--- src/rtl/rsu_sequencer.sv ---
// Command sequencer for the remote-system-update IP: strobe handshakes,
// read-all and boot sequences, plus a periodic watchdog kick.
module rsu_sequencer #(
   parameter int CDataW     = 32,
   parameter int CParamLast = 5,
   parameter int CAckGuard  = 4,
   parameter int CTimeout   = 1024,
   parameter int CWdPeriod  = 200
) (
   input  logic              AClkH,
   input  logic              AResetH,
   input  logic              AClkHEn,
   input  logic              ACmdStart,
   input  logic [1:0]        ACmdOp,
   input  logic [2:0]        ACmdParam,
   input  logic [1:0]        ACmdSrc,
   input  logic [CDataW-1:0] ACmdData,
   output logic              ACmdBusy,
   output logic              ACmdDone,
   output logic              ACmdErr,
   output logic [CDataW-1:0] ARdData,
   output logic [2:0]        ARdIdx,
   output logic              ARdValid,
   input  logic              AWdEn,
   output logic [2:0]        ARsuParam,
   output logic [1:0]        ARsuReadSource,
   output logic [CDataW-1:0] ARsuDataIn,
   output logic              ARsuWrite,
   output logic              ARsuRead,
   output logic              ARsuReconfig,
   output logic              ARsuResetTimer,
   input  logic              ARsuBusy,
   input  logic [CDataW-1:0] ARsuDataOut
);

   localparam int TW = $clog2(CTimeout + CAckGuard + 1);
   localparam int WW = $clog2(CWdPeriod);
   localparam logic [TW-1:0] TGUARD = TW'(CAckGuard);
   localparam logic [TW-1:0] TLAST = TW'(CTimeout - 1);
   localparam logic [WW-1:0] WLAST = WW'(CWdPeriod - 1);
   localparam logic [2:0] PLAST = 3'(CParamLast);

   typedef enum logic [2:0] {
      IDLE, ISSUE, WAIT_ACK, WAIT_DONE, NEXT, RECONF, DONE
   } state_t;

   state_t state;
   logic [1:0] op;
   logic [1:0] src;
   logic [2:0] idx;
   logic [2:0] start_idx;
   logic [TW-1:0] tmr;
   logic [WW-1:0] wd;

   assign start_idx = (ACmdOp == 2'd3) ? 3'd0 :
                      (ACmdOp == 2'd2) ? 3'd4 : ACmdParam;

   always_ff @(posedge AClkH) begin
      if (AResetH) begin
         state          <= IDLE;
         op             <= '0;
         src            <= '0;
         idx            <= '0;
         tmr            <= '0;
         wd             <= '0;
         ACmdBusy       <= 1'b0;
         ACmdDone       <= 1'b0;
         ACmdErr        <= 1'b0;
         ARdData        <= '0;
         ARdIdx         <= '0;
         ARdValid       <= 1'b0;
         ARsuParam      <= '0;
         ARsuReadSource <= '0;
         ARsuDataIn     <= '0;
         ARsuWrite      <= 1'b0;
         ARsuRead       <= 1'b0;
         ARsuReconfig   <= 1'b0;
         ARsuResetTimer <= 1'b0;
      end else if (AClkHEn) begin
         ARsuWrite <= 1'b0;
         ARsuRead  <= 1'b0;
         ARdValid  <= 1'b0;
         ACmdDone  <= 1'b0;
         unique case (state)
            IDLE: begin
               if (ACmdStart) begin
                  op             <= ACmdOp;
                  src            <= ACmdSrc;
                  idx            <= start_idx;
                  tmr            <= '0;
                  ACmdErr        <= 1'b0;
                  ACmdBusy       <= 1'b1;
                  ARsuDataIn     <= ACmdData;
                  ARsuParam      <= start_idx;
                  ARsuReadSource <= ACmdOp[0] ? ACmdSrc : 2'd0;
                  ARsuWrite      <= ~ACmdOp[0];
                  ARsuRead       <= ACmdOp[0];
                  state          <= ISSUE;
               end
            end
            ISSUE: begin
               tmr   <= tmr + TW'(1);
               state <= WAIT_ACK;
            end
            // busy winning over guard expiry in the same cycle is harmless
            WAIT_ACK: begin
               tmr <= tmr + TW'(1);
               if (ARsuBusy || tmr == TGUARD)
                  state <= WAIT_DONE;
            end
            WAIT_DONE: begin
               tmr <= tmr + TW'(1);
               if (!ARsuBusy) begin
                  if (op[0]) begin
                     ARdData  <= ARsuDataOut;
                     ARdIdx   <= idx;
                     ARdValid <= 1'b1;
                  end
                  state <= NEXT;
               end else if (tmr >= TLAST) begin
                  ACmdErr  <= 1'b1;
                  ACmdDone <= 1'b1;
                  state    <= DONE;
               end
            end
            NEXT: begin
               if (op == 2'd3 && idx < PLAST) begin
                  idx       <= idx + 3'd1;
                  ARsuParam <= idx + 3'd1;
                  ARsuRead  <= 1'b1;
                  tmr       <= '0;
                  state     <= ISSUE;
               end else if (op == 2'd2) begin
                  ARsuReconfig <= 1'b1;
                  state        <= RECONF;
               end else begin
                  ACmdDone <= 1'b1;
                  state    <= DONE;
               end
            end
            // the IP reloads the device; only reset leaves this state
            RECONF: state <= RECONF;
            DONE: begin
               ACmdBusy <= 1'b0;
               state    <= IDLE;
            end
            default: state <= IDLE;
         endcase

         if (!AWdEn) begin
            wd             <= '0;
            ARsuResetTimer <= 1'b0;
         end else if (state == RECONF) begin
            ARsuResetTimer <= 1'b0;
         end else if (wd == WLAST) begin
            wd             <= '0;
            ARsuResetTimer <= 1'b1;
         end else begin
            wd             <= wd + WW'(1);
            ARsuResetTimer <= 1'b0;
         end
      end
   end

endmodule

--- config.mk ---
export PLATFORM = sky130hd
export DESIGN_NAME = rsu_sequencer
export DESIGN_NICKNAME = d
export VERILOG_FILES = /design/src/rtl/rsu_sequencer.sv
export SDC_FILE = /design/constraint.sdc
export NUM_CORES = 1
export LEC_CHECK = 0
export CORE_UTILIZATION = 48
export DETAILED_ROUTE_END_ITERATION = 10
export PLACE_DENSITY = 0.86
export SYNTH_ARGS = -nofsm -noshare
export SYNTH_HDL_FRONTEND = slang
export SYNTH_SLANG_ARGS = --single-unit
--- constraint.sdc ---
create_clock -name AClkH -period 3.52 [get_ports AClkH]
set_clock_uncertainty 0.2 [all_clocks]
set_input_delay 0.528 -clock AClkH [delete_from_list [all_inputs] [get_ports AClkH]]
set_output_delay 0.528 -clock AClkH [all_outputs]
set_load 0.03 [all_outputs]
==> metrics.md <==
| Metric | Value |
|---|---|
| Result of the run | finished clean |
| Normalized max-slew margin | 54.34% |
| Placer Congestion | 0.9055 |
| Most area-hungry cell type in the Yosys netlist | sky130_fd_sc_hd__dfxtp_1 |
| Number of synthesized flops with an enable pin | 0 |
| DRC | 0 |
| Startpoint of the worst-slack reg-to-reg timing path | state[0]$_SDFFE_PP0P_ |
| Clock buffers created by TritonCTS | 9 |
| Number of nets with antenna violations after routing | 0 |
| Hold-fix buffer count after cts | 0 |
| End of the worst hold path | ARdIdx[0]$_SDFFE_PP0P_ |
| Fin crit share | 66.57% |
| Number of gates given a new drive strength after cts | 0 |
| Synth top area cells | sky130_fd_sc_hd__dfxtp_1, sky130_fd_sc_hd__nand2_1, sky130_fd_sc_hd__a21oi_1, sky130_fd_sc_hd__nor2_1, sky130_fd_sc_hd__clkbuf_1 |
| Data required time at the worst endpoint | 3.61 ns |
| Vertical die dimension | 95.62 um |
| Number of buffers added on ports | 156 |
| Via count of the routed design | 4081 |
| I/O pin count | 157 |
| Vias per std cell | 5.307 |
| FFs w/ async S/R, synth | 0% |
| Clock net sink count | 104 |
| Number of placement rows | 33 |
| Synth warnings | 0 |
| Worst voltage drop across the vdd grid | 0.3083 mV |
| Clock period minus final worst setup slack | 2.343 ns |
| Synth Cell Area | 4207 um^2 |
| Synth top area share | 49.49% |
| Setup Buffers After CTS | 0 |
| Die Footprint | 9142 um^2 |
| Share of synthesized area occupied by flip-flops and latches | 49.49% |
| Net total in the final layout | 741 |
| Class of the tightest hold or removal check | flip-flop to flip-flop |
| Avg Inst Size Synth | 8.105 um^2 |
| Max-cap violations | 0 |
| 1st-pass router iterations | 4 |
| Deepest clock path buffer count | 2 |
| Global-route wire length before repair | 16930 um |
| CTS H-tree lvls | 3 |
| Pwr per Cell Area | 402.9 nW/um^2 |
| Clock insertion delay at the later pin of the skew report | 0.36 ns |
| Highest-delay cell along the critical path | sky130_fd_sc_hd__clkdlybuf4s50_1 |
| Antenna violations before repair | 0 |
| Setup_tns | 0 ns |
| Initial Utilization | 50.44% |
| CTS root buf | sky130_fd_sc_hd__clkbuf_8 |
| Detailed-placement wirelength estimate | 7700 um |
| Setup slack on the worst flop-to-flop path | 1.32 ns |
| Slew Viols, Final | 0 |
| Buf+Inv Stages, Crit Path | 3 |
| Worst Setup Start Kind | primary input |
| Vias in the first global route | 3795 |
| Detailed-route wire length | 10900 um |
| Area of the placeable core | 8341 um^2 |
| Post-synthesis cell count | 519 |
| Net count after synthesis | 600 |
| Post-detailed-route wirelength per cell | 14.17 um |
| Slowest stage delay, CP | 0.64 ns |
| Placed cell area | 5787 um^2 |
| Clock transition at the register clock pins on the worst setup and hold paths after CTS | 0.10 ns |
| Layout cells sized above 1 | 4.669% |
| Unique cell type count in the Yosys netlist | 51 |
| Syn-to-layout area delta | 41.76% |
| Final hold violation count | 0 |
| Max Fclk | 426.7 MHz |
| Final number of setup-violating endpoints | 0 |
| Global-route usage over all layers | 23.64% |
| Worst-case reg-to-reg path depth | 5 |
| Most frequently used flop master after synthesis | sky130_fd_sc_hd__dfxtp_1 |
| Unrepaired setup endpoints after global routing | no |
| DR iter-0 viols | 174 |
| Aggregate global routing overflow | 0 |
| Crit path kind | primary input to flip-flop |
| Hold path startpoint | ARdIdx[0]$_SDFFE_PP0P_ |
| DIE WIDTH | 95.62 um |
| End of the worst register-to-register path | tmr[4]$_SDFFE_PP0P_ |
| Cell Chain, Critical Path | clkdlybuf4s50_1 -> inv_2 -> nor2_1 -> and3_1 -> buf_4 -> nand3_1 -> a21oi_1 |
| Clock tree from TritonCTS | done |
| Lkg Pwr | 0.002036 uW |
| Largest fanout on the critical path | 38 |
| Hold path depth | 2 |
| Transition at the pin with the smallest max-transition slack | 0.6775 ns |
| Crit path DAT | 2.43 ns |
| Antenna cell count | 0 |
| Final Instance Area | 5963 um^2 |
| Largest net degree at the start of global routing | 54 |
| Yosys reg bits | 104 |
| Critical path capture point type | flip-flop |
| Category of cells accounting for the largest share of critical-path delay | buffers and inverters |
metrics by stage:
stage,hold WS [ns],util [%],cells,power (uW),setup slack (ns)
2_1_floorplan,0.2583,-,519,1554,1.550
3_3_place_gp,0.2404,69.38,754,1733,0.8841
3_5_place_dp,0.2457,69.38,754,1744,0.8117
4_1_cts,0.2591,71.50,769,2425,1.203
5_1_grt,0.2739,71.50,769,2507,1.007
6_report,0.2568,71.50,769,2403,1.177
cell families (layout without fill, tap and decap cells):
logic type	after synthesis	after routing	share of synthesized area, %
simple gates	233	233	24.75
buf+inv	42	187	4.432
fa+ha+maj	4	4	1.190
xor+xnor	13	13	2.707
compound gates	120	120	16.72
mux	3	3	0.7139
flops	104	104	49.49
layout by cell type (no fill, tap or decap), types with 2 or more instances in the layout:
cell,Yosys,layout
sky130_fd_sc_hd__nand2_1,155,155
sky130_fd_sc_hd__clkdlybuf4s50_1,0,155
sky130_fd_sc_hd__dfxtp_1,104,104
sky130_fd_sc_hd__a21oi_1,87,87
sky130_fd_sc_hd__nor2_1,26,26
sky130_fd_sc_hd__inv_1,10,10
sky130_fd_sc_hd__o21ai_0,10,10
sky130_fd_sc_hd__nand4_1,9,9
sky130_fd_sc_hd__clkbuf_8,0,9
sky130_fd_sc_hd__nand3_1,7,7
sky130_fd_sc_hd__xnor2_1,7,7
sky130_fd_sc_hd__xor2_1,6,6
sky130_fd_sc_hd__and3_1,5,5
sky130_fd_sc_hd__nor2b_1,5,5
sky130_fd_sc_hd__nand4b_1,5,5
sky130_fd_sc_hd__nor4_1,5,5
sky130_fd_sc_hd__buf_4,3,5
sky130_fd_sc_hd__ha_1,4,4
sky130_fd_sc_hd__a41oi_1,3,3
sky130_fd_sc_hd__mux2i_1,3,3
sky130_fd_sc_hd__inv_6,0,3
sky130_fd_sc_hd__clkinv_4,0,3
sky130_fd_sc_hd__a41o_1,2,2
sky130_fd_sc_hd__and4_1,2,2
sky130_fd_sc_hd__o21a_1,2,2
sky130_fd_sc_hd__a21o_1,2,2
sky130_fd_sc_hd__nor4b_1,2,2
sky130_fd_sc_hd__nor3b_1,2,2
sky130_fd_sc_hd__nand3b_1,2,2
sky130_fd_sc_hd__a211oi_1,2,2
synthesized netlist by cell type (6+ instances only):
cell type,number
sky130_fd_sc_hd__o21ai_0,10
sky130_fd_sc_hd__xor2_1,6
sky130_fd_sc_hd__inv_1,10
sky130_fd_sc_hd__nand3_1,7
sky130_fd_sc_hd__xnor2_1,7
sky130_fd_sc_hd__dfxtp_1,104
sky130_fd_sc_hd__clkbuf_1,18
sky130_fd_sc_hd__a21oi_1,87
sky130_fd_sc_hd__nand4_1,9
sky130_fd_sc_hd__nor2_1,26
sky130_fd_sc_hd__buf_2,8
sky130_fd_sc_hd__nand2_1,155
cell type report:
class / instances / area [um^2]
fillers: 629 / 2377
flip-flops and latches: 104 / 2082
multi-input cells: 373 / 1938
repair buffers: 161 / 1594
well taps: 105 / 131.4
clock buffers: 9 / 123.9
clock inverters: 6 / 52.55
inverters: 11 / 41.29
report_power, final:
group          internal (uW)  leakage (uW)  switching (uW)
logic                    200       0.00110             246
registers               1220      0.000842            53.1
clock network            265     0.0000907             416
worst min-delay path: cells and delay by family, from the launching register on:
family / cells / cell delay [ns]
AND/OR/NAND/NOR: 1 / 0.05
flip-flops: 1 / 0.32
AO/OA/AOI/OAI: 1 / 0.05
per-layer routing:
metal / routed length, um / global-route usage [%]
met4: 148 / 9.453
met1: 4517 / 27.32
met5: 0 / 0
met2: 4931 / 39.11
met3: 1302 / 9.250
worst max path at each step:
| stage | start | endpoint | slack [ns] | depth (start not counted) |
|---|---|---|---|---|
| floorplan | AClkHEn | ARdData[31]$_SDFFE_PP0P_ | 1.55 | 7 |
| CTS | AClkHEn | ARdData[12]$_SDFFE_PP0P_ | 1.20 | 7 |
| global placement | AClkHEn | ARsuReadSource[1]$_SDFFE_PP0P_ | 0.88 | 7 |
| detailed placement | AClkHEn | ARsuReadSource[0]$_SDFFE_PP0P_ | 0.81 | 7 |
| global route | AClkHEn | ARsuReadSource[0]$_SDFFE_PP0P_ | 1.01 | 7 |
| finish | AClkHEn | ARsuReadSource[0]$_SDFFE_PP0P_ | 1.18 | 7 |
registers in the layout (all words and copies together), names as in the netlist, 3 cells and up:
signal and flops:
ARsuDataIn 32, idx 3, wd 8, state 3, tmr 11, ARdIdx 3
ARdData 32
No activity file was read; power rests on OpenSTA's default activity.
